--- config.mk ---
export PLATFORM = sky130hd
export DESIGN_NAME = cpu_lsu
export DESIGN_NICKNAME = d
export VERILOG_FILES = /design/src/rtl/cpu_core_pkg.sv /design/src/rtl/lsu_data_align.sv /design/src/rtl/cpu_lsu.sv
export SDC_FILE = /design/constraint.sdc
export NUM_CORES = 1
export LEC_CHECK = 0
export ABC_AREA = 1
export CAP_MARGIN = 20
export CORE_MARGIN = 3
export CORE_UTILIZATION = 48
export CTS_CLUSTER_DIAMETER = 40
export DETAILED_ROUTE_END_ITERATION = 10
export PLACE_DENSITY = 0.86
export SYNTH_ARGS = -nofsm -noshare
export SYNTH_HDL_FRONTEND = slang
export SYNTH_SLANG_ARGS = --single-unit
--- constraint.sdc ---
create_clock -name clk -period 5.9 [get_ports clk]
set_input_delay 1.18 -clock clk [delete_from_list [all_inputs] [get_ports clk]]
set_output_delay 1.18 -clock clk [all_outputs]
set_load 0.01 [all_outputs]
--- src/rtl/cpu_core_pkg.sv ---
// Shared core definitions: load/store funct3 codes, access sizes, LSU state
// encoding and the access-legality rule used by the load/store unit.
`ifndef XLEN
`define XLEN 32
`endif

package cpu_core_pkg;

    localparam logic [2:0] F3_LB  = 3'b000;
    localparam logic [2:0] F3_LH  = 3'b001;
    localparam logic [2:0] F3_LW  = 3'b010;
    localparam logic [2:0] F3_LBU = 3'b100;
    localparam logic [2:0] F3_LHU = 3'b101;
    localparam logic [2:0] F3_SB  = 3'b000;
    localparam logic [2:0] F3_SH  = 3'b001;
    localparam logic [2:0] F3_SW  = 3'b010;

    // Access size as carried in funct3[1:0]
    localparam logic [1:0] BYTE  = 2'b00;
    localparam logic [1:0] HWORD = 2'b01;
    localparam logic [1:0] WORD  = 2'b10;

    typedef enum logic [1:0] {
        LSU_IDLE = 2'b00,
        LSU_REQ  = 2'b01,
        LSU_WAIT = 2'b10,
        LSU_RESP = 2'b11
    } lsu_state_t;

    function automatic logic lsu_access_legal(
        input logic       is_load,
        input logic       is_store,
        input logic [2:0] funct3,
        input logic [1:0] addr_lo
    );
        logic ok;
        if (is_load == is_store) begin
            ok = 1'b0;
        end else if (is_load) begin
            case (funct3)
                F3_LB, F3_LH, F3_LW, F3_LBU, F3_LHU: ok = 1'b1;
                default:                             ok = 1'b0;
            endcase
        end else begin
            ok = (funct3 < 3'b011);
        end
        if ((funct3[1:0] == HWORD) && addr_lo[0]) begin
            ok = 1'b0;
        end else if ((funct3[1:0] == WORD) && (addr_lo != 2'b00)) begin
            ok = 1'b0;
        end else begin
            ok = ok;
        end
        return ok;
    endfunction

endpackage

--- src/rtl/lsu_data_align.sv ---
// Combinational byte-lane steering for stores and lane extraction plus
// sign/zero extension for loads.
`ifndef XLEN
`define XLEN 32
`endif

module lsu_data_align
    import cpu_core_pkg::*;
#(
    parameter int XLEN = `XLEN
) (
    input  logic [2:0]      i_funct3,
    input  logic [1:0]      i_addr_lo,
    input  logic [XLEN-1:0] i_wdata,
    input  logic [XLEN-1:0] i_rdata,
    output logic [3:0]      o_be,
    output logic [XLEN-1:0] o_wdata,
    output logic [XLEN-1:0] o_rdata
);

    logic [XLEN-1:0] w_shifted;

    assign w_shifted = i_rdata >> {i_addr_lo, 3'b000};

    // Store lanes: narrow data is replicated so every lane carries it
    always_comb begin
        o_be    = 4'b0000;
        o_wdata = '0;
        case (i_funct3[1:0])
            BYTE: begin
                o_be    = 4'b0001 << i_addr_lo;
                o_wdata = {(XLEN/8){i_wdata[7:0]}};
            end
            HWORD: begin
                o_be    = i_addr_lo[1] ? 4'b1100 : 4'b0011;
                o_wdata = {(XLEN/16){i_wdata[15:0]}};
            end
            WORD: begin
                o_be    = 4'b1111;
                o_wdata = i_wdata;
            end
            default: begin
                o_be    = 4'b0000;
                o_wdata = '0;
            end
        endcase
    end

    // Load extraction and extension
    always_comb begin
        o_rdata = '0;
        case (i_funct3)
            F3_LB:   o_rdata = {{(XLEN-8){w_shifted[7]}}, w_shifted[7:0]};
            F3_LH:   o_rdata = {{(XLEN-16){w_shifted[15]}}, w_shifted[15:0]};
            F3_LW:   o_rdata = w_shifted;
            F3_LBU:  o_rdata = {{(XLEN-8){1'b0}}, w_shifted[7:0]};
            F3_LHU:  o_rdata = {{(XLEN-16){1'b0}}, w_shifted[15:0]};
            default: o_rdata = '0;
        endcase
    end

endmodule

--- src/rtl/cpu_lsu.sv ---
// Single-outstanding load/store unit: accepts one memory operation, runs it
// on the request/grant/rvalid bus and returns a one-cycle completion pulse.
`ifndef XLEN
`define XLEN 32
`endif

module cpu_lsu
    import cpu_core_pkg::*;
#(
    parameter int XLEN = `XLEN
) (
    input  logic            clk,
    input  logic            rst,
    input  logic            i_req_valid,
    output logic            o_req_ready,
    input  logic            i_req_is_load,
    input  logic            i_req_is_store,
    input  logic [2:0]      i_req_funct3,
    input  logic [XLEN-1:0] i_req_addr,
    input  logic [XLEN-1:0] i_req_wdata,
    output logic            o_mem_req,
    output logic            o_mem_we,
    output logic [XLEN-1:0] o_mem_addr,
    output logic [3:0]      o_mem_be,
    output logic [XLEN-1:0] o_mem_wdata,
    input  logic            i_mem_gnt,
    input  logic            i_mem_rvalid,
    input  logic [XLEN-1:0] i_mem_rdata,
    output logic            o_rsp_valid,
    output logic [XLEN-1:0] o_rsp_rdata,
    output logic            o_rsp_err
);

    lsu_state_t      r_state;
    lsu_state_t      w_next_state;
    logic            r_is_load;
    logic [2:0]      r_funct3;
    logic [XLEN-1:0] r_addr;
    logic [XLEN-1:0] r_wdata;
    logic [XLEN-1:0] r_rdata;
    logic            r_err;
    logic            w_accept;
    logic            w_legal;
    logic [3:0]      w_be;
    logic [XLEN-1:0] w_lane_wdata;
    logic [XLEN-1:0] w_load_data;

    assign w_accept = i_req_valid && (r_state == LSU_IDLE);
    assign w_legal  = lsu_access_legal(i_req_is_load, i_req_is_store,
                                       i_req_funct3, i_req_addr[1:0]);

    lsu_data_align #(.XLEN(XLEN)) u_align (
        .i_funct3  (r_funct3),
        .i_addr_lo (r_addr[1:0]),
        .i_wdata   (r_wdata),
        .i_rdata   (i_mem_rdata),
        .o_be      (w_be),
        .o_wdata   (w_lane_wdata),
        .o_rdata   (w_load_data)
    );

    // State register
    always_ff @(posedge clk or posedge rst) begin
        if (rst) begin
            r_state <= LSU_IDLE;
        end else begin
            r_state <= w_next_state;
        end
    end

    // Operation capture; load data lands here when the bus returns it
    always_ff @(posedge clk or posedge rst) begin
        if (rst) begin
            r_is_load <= 1'b0;
            r_funct3  <= 3'b000;
            r_addr    <= '0;
            r_wdata   <= '0;
            r_rdata   <= '0;
            r_err     <= 1'b0;
        end else if (w_accept) begin
            r_is_load <= i_req_is_load;
            r_funct3  <= i_req_funct3;
            r_addr    <= i_req_addr;
            r_wdata   <= i_req_wdata;
            r_rdata   <= '0;
            r_err     <= !w_legal;
        end else if ((r_state == LSU_WAIT) && i_mem_rvalid) begin
            r_rdata <= w_load_data;
        end
    end

    // Next-state logic; illegal accesses skip the bus entirely
    always_comb begin
        w_next_state = r_state;
        case (r_state)
            LSU_IDLE: begin
                if (i_req_valid) begin
                    w_next_state = w_legal ? LSU_REQ : LSU_RESP;
                end else begin
                    w_next_state = LSU_IDLE;
                end
            end
            LSU_REQ: begin
                if (i_mem_gnt) begin
                    w_next_state = r_is_load ? LSU_WAIT : LSU_RESP;
                end else begin
                    w_next_state = LSU_REQ;
                end
            end
            LSU_WAIT: begin
                if (i_mem_rvalid) begin
                    w_next_state = LSU_RESP;
                end else begin
                    w_next_state = LSU_WAIT;
                end
            end
            LSU_RESP: w_next_state = LSU_IDLE;
            default:  w_next_state = LSU_IDLE;
        endcase
    end

    // Outputs decoded from state; bus fields are zero outside REQ
    always_comb begin
        o_req_ready = 1'b0;
        o_mem_req   = 1'b0;
        o_mem_we    = 1'b0;
        o_mem_addr  = '0;
        o_mem_be    = 4'b0000;
        o_mem_wdata = '0;
        o_rsp_valid = 1'b0;
        o_rsp_rdata = '0;
        o_rsp_err   = 1'b0;
        case (r_state)
            LSU_IDLE: o_req_ready = 1'b1;
            LSU_REQ: begin
                o_mem_req   = 1'b1;
                o_mem_we    = !r_is_load;
                o_mem_addr  = {r_addr[XLEN-1:2], 2'b00};
                o_mem_be    = w_be;
                o_mem_wdata = r_is_load ? '0 : w_lane_wdata;
            end
            LSU_WAIT: o_req_ready = 1'b0;
            LSU_RESP: begin
                o_rsp_valid = 1'b1;
                o_rsp_rdata = r_rdata;
                o_rsp_err   = r_err;
            end
            default: o_req_ready = 1'b0;
        endcase
    end

endmodule
* Word level (Yosys, flattened, before mapping)
Index checks and enable logic that the tools add are counted.
Storage, ports and cells: flip-flop bits (word level) 103, bits of input ports 106, output and inout port bits 105
Operators by class: magnitude comparators 1, equality and inequality tests 16, shift operators 2, mux-type cells 27, reduce and logical (&&, ||, !) cells 13
Operator list (number):
- $mux W32 | 6
- $pmux W32 S5 | 1
- $pmux W32 S3 | 1
- $shr A32 B5 Y32 | 1
- $eq A3 B3 Y1 const B | 4
- $mux W1 | 12
- $pmux W4 S3 | 1
- $eq A2 B2 Y1 const B | 4
- $mux W4 | 2
- $pmux W2 S4 | 1
- $eq A2 B1 Y1 const B | 3
- $eq A3 B1 Y1 const B | 2
- $eq A3 B2 Y1 const B | 2
- $logic_not A3 Y1 | 2
- $mux W2 | 3
- $reduce_or A5 Y1 | 1
- $logic_and A1 B1 Y1 | 4
- $logic_not A2 Y1 | 2
- $reduce_bool A2 Y1 | 2
- $shl A1 B2 Y4 const A | 1
- $lt A3 B2 Y1 const B | 1
- $logic_not A1 Y1 | 2
- $eq A1 B1 Y1 | 1

* Longest topological paths before layout
Gate-level depths: netlist of run 1.
word-level depth 10, depth in mapped cells 10

* Hierarchy
From an unflattened synthesis of run 1, not the netlist that was laid out.
Unflattened totals: cell total of the unflattened synthesis 900, area, all modules 5990.7 um^2
Modules (own cells, without submodules):
- cpu_lsu | instances 1, cells each 614, area an instance 4717.0 um^2
- lsu_data_align | instances 1, cells each 286, area an instance 1273.7 um^2

* Least setup slack after synthesis of run 1
No wires, ideal clock.
path kind reg-to-output, from register r_state[1], to output o_mem_wdata[16], arrival 1.408 ns, data required time 4.720 ns, slack 3.312 ns, cell stages (with the launch flop) 6, path buffers 0, path through dfrtp_1 -> nor2_4 -> inv_1 -> nor2_1 -> clkinv_1 -> a21oi_1
On the way: longest elaborated chain between the ends 2
RTL lines:
- start, declared | RTL line cpu_lsu.sv:34 | lsu_state_t r_state;
- start signal, assigned | RTL line cpu_lsu.sv:67 | r_state <= w_next_state;
- $eq A2 B1 Y1 | RTL line cpu_lsu.sv:133 | case (r_state)
- $mux W32 | RTL line cpu_lsu.sv:133
- end, declared | RTL line cpu_lsu.sv:25 | output logic [XLEN-1:0] o_mem_wdata,
Every way passes these cells.

* Final worst setup path of run 1
from register r_state[1], to output o_mem_wdata[23]
Same word-level chain as after synthesis.

==> out/results.txt, run 1 <==
CTS tree: done
FMAX: 0.246 GHz
Die width: 114 um
Crit end category: primary output
CTS Buf Count: 9
Final TNS setup: 0 ps
IO buf count: 208
Nets: 1125
Initial Util: 0.505
Total GRT Usage: 0.277
RSZ-0062 raised after global routing: false
Final Setup Violations: 0
NetSw: 1.64 mW
Drt first pass iters: 6
Maxcap violations: 0
First-pass GRT wire length: 28.8 mm
Synthesized area: 0.00561 mm^2
Post-synth EDFFs: 0
Critical path fanouts, max: 31
Drt initial violations: 436
FILL cells: 925
Post-route clock period utilization: 0.688
Worst-skew pair later-pin latency: 350 ps
Hold crit path type: reg2reg
Core ar.: 0.0111 mm^2
Critical path startpoint category: flip-flop
Pwr dens: 462 mW/mm^2
Die height: 114 um
Final min period: 4060 ps
Gate power share: 0.500
Synth async-reset ratio: 1.00
I/O Pins: 211
Detail-routed via count per cell: 5.01
Initial antenna violation count: 0
CP max stage delay: 590 ps
Worst slew pin tran: 963 ps
Synth top area share: 0.459
Flops & latches, synth: 103
Post-CTS sizing: 0
Crit-path cells: nor2_4 -> inv_1 -> nor2_1 -> clkinv_1 -> a21oi_1 -> clkdlybuf4s50_1
Layout Cells excl Fill: 1164
Vias in the first global route: 5685
Total routed wirelength: 18.0 mm
Sw Ratio: 0.442
Htree depth: 3
Area leader, netlist: dfrtp_1
CTS root buf: clkbuf_16
Area Overhead vs Synth: 42.8%
Setup bufs post-CTS: 0
Clock transition at path regs: 80 ps
Outcome: finished clean
Register area share after synthesis: 0.459
Hpwl dp: 13.1 mm
# diodes: 0
CP max stage cell: clkdlybuf4s50_1
Hold_buf cts: 0
CP arrival: 2880 ps
Syn. warnings: 0
Grt ovf: 0
Top cells by area, synth: dfrtp_1 (46%), nand2_1 (23%), inv_1 (6.8%), nor2_1 (6.8%), o21ai_0 (5.3%)
Seq pwr share: 0.337
Clock Power Share: 0.162
Wire per inst: 15.5 um
Antenna-violating nets left: 0
Clock Tree Buf Depth: 2
Fin. max-slew vios: 0
Relative slew slack: 0.358
Clk_skew: 12.8 ps
Vias: 5836
Mean Syn Cell Area: 6.70 um^2
Internal Power: 2.07 mW
Layout cells sized above 1: 0.0313
Ys flop type: dfrtp_1
Die ar.: 0.0130 mm^2
Pleak: 3.94 nW
Syn Inst Count: 838
Std cell rows: 38
Critical path class: reg2out
Library cells used by synthesis: 25
# clock sinks: 103
Routability cong.: 0.933
# placed instances: 1147
Final hold viol count: 0
VDD IR max: 254 uV
Worst endpoint required time: 4720 ps
Residual DRC count: 0
Pin count of the biggest net entering global routing: 64
[flip-flops by register name, indices dropped and copies added, names as in the netlist]
| name | flops |
|---|---|
| r_wdata | 32 |
| r_funct3 | 3 |
| r_is_load | 1 |
| r_rdata | 32 |
| r_addr | 32 |
| r_err | 1 |
| r_state | 2 |
[stage by stage]
stage / util / instance area [um^2] / power (mW) / hold WS, ps / setup WS, ps
CTS: 0.718 / 7990 / 3.69 / 486 / 1840
floorplan: - / 5620 / 2.37 / 449 / 2020
detailed placement: 0.692 / 7690 / 3.08 / 468 / 2270
global placement: 0.692 / 7690 / 3.04 / 462 / 2430
finish: 0.721 / 8020 / 3.71 / 485 / 1840
global route: 0.721 / 8020 / 4.02 / 507 / 1630
[synth_stat cells, types with 3 or more instances]
master    instances
nand3_1          37
inv_1           102
o21ai_0          59
inv_2             4
dfrtp_1         103
clkbuf_1         16
nor2_1          101
a22oi_1           3
a21oi_1          21
nand2_1         342
o21ai_1           9
buf_4             4
buf_2            21
[layout by cell type, fill, tap and decap left out]
master and count:
a21oi_4 1, dfrtp_1 103, clkbuf_8 1, inv_4 1, a21oi_1 21, inv_2 4, nor2_2 1, buf_16 1
nand4_1 2, inv_1 101, nand3_1 37, clkinv_4 2, a22oi_1 3, xor2_1 1, nand2_4 2, clkinv_1 2
buf_4 2, inv_8 2, nor3_2 1, clkdlybuf4s50_1 208, conb_1 2, nand2_1 342, inv_6 2, nor2_1 101
nand2_2 1, o21ai_1 9, o21ai_0 59, o21a_1 1, nor2_4 2, clkbuf_16 9
[worst max-delay path, delay by kind of cell, from the launching register on]
| kind | cells | cell delay, ps |
|---|---|---|
| AO/OA/AOI/OAI | 1 | 270 |
| buffers and inverters | 3 | 1310 |
| flip-flops | 1 | 450 |
| AND/OR/NAND/NOR | 2 | 480 |
[kinds of logic after synthesis]
logic type	count (synthesis)	share of synthesized area
other cells	1	0.000668
flops	103	0.459
buf+inv	150	0.108
xor+xnor	1	0.00156
simple gates	489	0.343
compound gates	94	0.0876
[area by class of cell]
| class | instances | area [um^2] | share of cell area |
|---|---|---|---|
| Clock buffer | 10 | 239 | 0.0298 |
| Clock inverter | 6 | 57.6 | 0.00718 |
| Inverter | 108 | 408 | 0.0509 |
| Multi-Input combinational cell | 586 | 2440 | 0.304 |
| Sequential cell | 103 | 2580 | 0.321 |
| Tap cell | 140 | 175 | 0.0218 |
| Timing Repair Buffer | 211 | 2120 | 0.265 |
[power groups by stage]
| stage | logic [mW] | clock network [mW] | registers, mW |
|---|---|---|---|
| final | 1.86 | 0.602 | 1.25 |
| after global routing | 2.09 | 0.641 | 1.29 |
| after CTS | 1.84 | 0.612 | 1.24 |
| after detailed placement | 1.82 | 0 | 1.25 |
| after global placement | 1.80 | 0 | 1.25 |
| after floorplan | 1.21 | 0 | 1.16 |
[metal layers]
| layer | global-route usage | share of wire |
|---|---|---|
| met5 | 0 | 0 |
| met4 | 0.0808 | 0.020 |
| met3 | 0.0925 | 0.11 |
| met2 | 0.451 | 0.47 |
| met1 | 0.354 | 0.40 |
[final timing paths]
check | endpoint | slack, ps | cells past startpoint | start
setup / recovery | o_mem_wdata[23] | 1840 | 6 | r_state[1]
hold / removal | r_wdata[20] | 490 | 2 | r_wdata[20]
setup reg to reg | r_rdata[30] | 3310 | 7 | r_addr[1]
hold reg to reg | r_wdata[20] | 490 | 2 | r_wdata[20]
max in group asynchronous | r_wdata[19] | 3510 | 3 | rst
min in group asynchronous | r_addr[4] | 1330 | 2 | rst
Note: power is estimated with default switching activity, not from simulation.
==> run 2: changes to the inputs <==
CORE_UTILIZATION = 45   (was 48)
PLACE_DENSITY = 0.81   (was 0.86)
clock period = 4.2 ns   (was 5.9 ns; I/O delays follow)
==> run 2 against run 1 <==
Setup slack worse by 1100 ps; register-to-register slack worse by 1700 ps; total power is 40% higher; highest routed layer unchanged; sequential share of layout area is 0.13 points lower; flip-flop and latch count stayed put; sequential power is 42% higher; largest cell class unchanged; clock skew is 5.7 ps lower; first-iteration DRC count is 9.9% lower; non-clock buffer count is 2 higher; largest power group unchanged; worst hold slack worse by 2.0 ps; combinational power is 40% higher; die area is 6.3% higher.
==> out/results.txt, run 2 (synthesis results as in run 1) <==
Outcome: finished clean
Worst endpoint required time: 3360 ps (-1360 ps)
CTS tree: done
Worst slack, placed: 1120 ps (-1150 ps)
Final min period: 3490 ps
Relative slew slack: 0.393 (+0.0353)
Hold Crit Start: r_wdata[17]
Final TNS setup: 0 ps (unchanged)
Initial Util: 0.464 (-0.0411)
Die ar.: 0.0139 mm^2 (+6.3%)
RSZ-0062 raised after global routing: false
Clock transition at path regs: 60 ps (-20 ps)
Pwr dens: 644 mW/mm^2 (+39%)
Pleak: 3.94 nW (-0.13%)
Worst-skew pair later-pin latency: 350 ps (about the same)
Final setup margin: 712 ps (-1130 ps)
Std cell rows: 40 (+5.3%)
Fin. max-slew vios: 0 (unchanged)
I/O Pins: 211 (unchanged)
RR Endpoint: r_rdata[21]
Routability cong.: 0.959 (+2.8%)
WHS Endpoint: r_wdata[17]
CP arrival: 2650 ps (-230 ps)
Total routed wirelength: 17.7 mm (-1.7%)
Layout cells sized above 1: 0.0322 (+0.000914)
Hold_buf cts: 0 (unchanged)
Post-DP Area: 0.00776 mm^2 (+0.91%)
Area Overhead vs Synth: 43.4%
Crit end category: primary output
Htree depth: 3 (unchanged)
Total GRT Usage: 0.251 (-0.0260)
Critical path fanouts, max: 18 (-42%)
Core ar.: 0.0121 mm^2 (+8.9%)
# diodes: 0 (unchanged)
Worst slew pin tran: 907 ps (-55.3 ps)
Vias: 5839 (+0.051%)
Biggest regs: r_addr: 32 flops, r_rdata: 32 flops, r_wdata: 32 flops
Residual DRC count: 0 (unchanged)
Die height: 118 um (+3.1%)
VDD IR max: 302 uV (+19%)
Drt first pass iters: 7 (+1)
Register-to-register setup slack: 1600 ps (-1710 ps)
First-pass GRT wire length: 28.2 mm (-1.9%)
Worst Hold Depth: 2 (unchanged)
FMAX: 0.287 GHz
Hold crit path type: reg2reg
Initial antenna violation count: 0 (unchanged)
Drt initial violations: 393 (-9.9%)
Post-route clock period utilization: 0.831
Critical path class: reg2out
Clk_skew: 7.12 ps (-5.67 ps)
Wire per inst: 14.8 um (-4.2%)
# placed instances: 1178 (+2.7%)
Final instance area: 0.00805 mm^2 (+0.41%)
Maxcap violations: 0 (unchanged)
Pin count of the biggest net entering global routing: 80 (+25%)
Setup bufs post-CTS: 0 (unchanged)
Detail-routed via count per cell: 4.89 (-2.5%)
Commonest non-fill, non-tap cell in the layout: nand2_1
R2R depth: 7 (unchanged)
Antenna-violating nets left: 0 (unchanged)
Layout Cells excl Fill: 1194 (+2.6%)
CTS Buf Count: 9 (unchanged)
IO buf count: 208 (unchanged)
CTS root buf: clkbuf_16
Post-CTS sizing: 0 (unchanged)
Hpwl dp: 13.0 mm (-0.94%)
Most frequent cells in the layout: nand2_1 (342), clkdlybuf4s50_1 (208), dfrtp_1 (103)
Critical path startpoint category: flip-flop
Die width: 118 um (+3.1%)
Grt ovf: 0 (unchanged)
Final hold viol count: 0 (unchanged)
Vias in the first global route: 5663 (-0.39%)
# clock sinks: 103 (unchanged)
Final Setup Violations: 0 (unchanged)
Power Total: 5.18 mW (+40%)
Clock Tree Buf Depth: 2 (unchanged)
FILL cells: 1073 (+16%)
Nets: 1127 (+0.18%)
Reg2Reg Launch Point: r_addr[1]
==> run 2: cell type report <==
type / instances / area (um^2) / area share
clock inverters: 4 / 30.0 / 0.00373
well taps: 168 / 210 / 0.0261
inverters: 108 / 408 / 0.0507
multi-input cells: 586 / 2440 / 0.303
flip-flops and latches: 103 / 2580 / 0.320
repair buffers: 213 / 2130 / 0.265
clock buffers: 12 / 256 / 0.0319
==> run 2: critical path, cell delays in order, from the launching register on <==
cell and delay (ps):
dfrtp_1 560, inv_2 120, nand2_1 170, clkinv_1 490, nand2_1 190, nand2_1 70, o21ai_0 140, inv_1 60
clkdlybuf4s50_1 500
==> run 2: how the worst max path moves through the flow <==
stage / from / to / slack [ps] / cells past startpoint
6_report: r_funct3[0] / o_mem_wdata[27] / 710 / 8
5_1_grt: r_funct3[0] / o_mem_wdata[28] / 440 / 8
4_1_cts: r_funct3[0] / o_mem_wdata[27] / 740 / 8
3_5_place_dp: r_funct3[0] / o_mem_wdata[27] / 1120 / 8
3_3_place_gp: r_funct3[0] / o_mem_wdata[29] / 1160 / 8
2_1_floorplan: rst / r_addr[0] / 660 / 1
==> run 2: stage by stage <==
stage                     hold slack, ps  utilization
after floorplan                      449            -
after CTS                            483        0.665
after global placement               462        0.641
after detailed placement             465        0.641
final                                483        0.665
after global routing                 513        0.665
==> run 2: routing by layer <==
metal,part of all wire,wire length [um],GRT usage,vias to the layer above
met4,0.030,538,0.0974,0
met3,0.098,1730,0.0788,36
met5,0,0,0,-
met1,0.42,7400,0.316,2651
met2,0.45,8050,0.405,263
li1,-,-,-,2889
==> run 2: power breakdown <==
group | internal, mW | switching [mW] | total, mW | leakage, nW
logic | 1.02 | 1.59 | 2.61 | 2.49
clock network | 0.436 | 0.367 | 0.803 | 0.139
registers | 1.44 | 0.323 | 1.77 | 1.31
total | 2.91 | 2.28 | 5.18 | 3.94
==> run 3: changes to the inputs <==
clock period = 3.35 ns   (was 4.2 ns; I/O delays follow)
==> run 3 against run 2 <==
Cell area rose by 1.0%; sequential power rose by 24%; first-iteration DRC count rose by 46%; critical path depth fell by 1; total power rose by 28%; flip-flop and latch count did not move; routed wire length rose by 1.9%; global-route usage rose by 0.75 points; clock skew barely moved; highest routed layer unchanged; register-to-register slack got worse by 790 ps; setup slack got worse by 470 ps; non-clock buffer count rose by 3.
==> out/results.txt, run 3 (synthesis results as in run 1) <==
Pleak: 3.97 nW (+0.94%)
Hpwl dp: 13.2 mm (+1.7%)
Vias: 5939 (+1.7%)
Initial Util: 0.464 (unchanged)
Area Overhead vs Synth: 44.8%
Htree depth: 3 (unchanged)
I/O Pins: 211 (unchanged)
Critical path startpoint category: flip-flop
Final TNS setup: 0 ps (unchanged)
RSZ-0062 raised after global routing: false
Most frequent cells in the layout: nand2_1 (342), clkdlybuf4s50_1 (208), dfrtp_1 (102)
Final hold viol count: 0 (unchanged)
Layout cells sized above 1: 0.0369 (+0.00477)
CTS root buf: clkbuf_16
CP max stage delay: 560 ps (about the same)
Vias in the first global route: 5815 (+2.7%)
Detail-routed via count per cell: 4.96 (+1.5%)
Setup bufs post-CTS: 0 (unchanged)
CTS Buf Count: 9 (unchanged)
FMAX: 0.322 GHz
Std cell rows: 40 (unchanged)
Final min period: 3100 ps
Antenna-violating nets left: 0 (unchanged)
Commonest non-fill, non-tap cell in the layout: nand2_1
Pwr dens: 814 mW/mm^2 (+26%)
Final Setup Violations: 0 (unchanged)
Drt first pass iters: 6 (-1)
Clock transition at path regs: 70 ps (about the same)
CP arrival: 2430 ps (-220 ps)
Crit end category: primary output
First-pass GRT wire length: 29.0 mm (+2.8%)
Die height: 118 um (unchanged)
# diodes: 0 (unchanged)
Fin. max-slew vios: 0 (unchanged)
Clk_skew: 6.77 ps (-0.344 ps)
Initial antenna violation count: 0 (unchanged)
# clock sinks: 103 (unchanged)
Relative slew slack: 0.395 (+0.00166)
Hold slack final: 481 ps (-1.74 ps)
Critical path class: reg2out
Nets: 1130 (+0.27%)
CP max stage cell: clkdlybuf4s50_1
Total GRT Usage: 0.259 (+0.00749)
Pin count of the biggest net entering global routing: 41 (-49%)
Outcome: finished clean
Worst-skew pair later-pin latency: 350 ps (about the same)
VDD IR max: 382 uV (+27%)
Die ar.: 0.0139 mm^2 (unchanged)
Post-CTS sizing: 0 (unchanged)
Worst slew pin tran: 905 ps (-2.48 ps)
Worst endpoint required time: 2680 ps (-680 ps)
Grt ovf: 0 (unchanged)
Clock Tree Buf Depth: 2 (unchanged)
Residual DRC count: 0 (unchanged)
Drt initial violations: 574 (+46%)
CTS tree: done
Wire per inst: 15.1 um (+1.7%)
Biggest regs: r_addr: 32 flops, r_rdata: 32 flops, r_wdata: 32 flops
Core ar.: 0.0121 mm^2 (unchanged)
Hold_buf cts: 0 (unchanged)
Total routed wirelength: 18.1 mm (+1.9%)
Routability cong.: 0.917 (-4.3%)
Die width: 118 um (unchanged)
Maxcap violations: 0 (unchanged)
Post-route clock period utilization: 0.926
Crit-path cells: inv_1 -> nor2_4 -> nand2_1 -> nor2_4 -> inv_1 -> nor2_1 -> clkdlybuf4s50_1
Hold crit path type: reg2reg
IO buf count: 208 (unchanged)
Critical path fanouts, max: 14 (-4)
-- run 3: routing by layer --
layer	global-route usage	wire length, um	vias to the layer above	share of wire
li1	-	-	2891	-
met1	0.327	7560	2745	0.42
met2	0.424	8360	268	0.46
met3	0.0788	1690	35	0.094
met4	0.0872	441	0	0.024
met5	0	0	-	0
-- run 3: power breakdown --
part           switching (mW)  internal, mW
Clock                   0.497         0.592
Combinational            2.02          1.32
Sequential              0.385          1.81
Total                    2.90          3.72
-- run 3: critical path, delay by kind of cell (launching register included) --
kind / cells / cell delay, ps
flip-flops: 1 / 390
AND/OR/NAND/NOR: 4 / 740
buffers and inverters: 3 / 950
-- run 3: worst paths after layout --
path / from / to / slack (ps) / depth (start not counted)
setup / recovery: r_state[0] / o_mem_wdata[4] / 250 / 7
hold / removal: r_rdata[12] / r_rdata[12] / 480 / 2
setup reg to reg: r_addr[1] / r_rdata[29] / 810 / 7
hold reg to reg: r_rdata[12] / r_rdata[12] / 480 / 2
max in group asynchronous: rst / r_funct3[0] / 1880 / 3
min in group asynchronous: rst / r_rdata[3] / 830 / 2
-- run 3: final cells by class --
class                   instances  area [um^2]
clock inverters                 7         80.1
fillers                      1115         3980
inverters                     108          409
repair buffers                216         2190
well taps                     168          210
clock buffers                   9          225
flip-flops and latches        103         2580
multi-input cells             586         2440
-- run 3: through the flow --
stage	worst slack [ps]	power [mW]	instance area [um^2]	util	std cells
detailed placement	602	5.51	7830	0.646	1181
finish	246	6.62	8130	0.671	1197
global placement	620	5.45	7830	0.646	1181
global route	22.8	7.14	8130	0.671	1197
CTS	166	6.63	8130	0.671	1197
floorplan	1270	4.18	5620	-	839
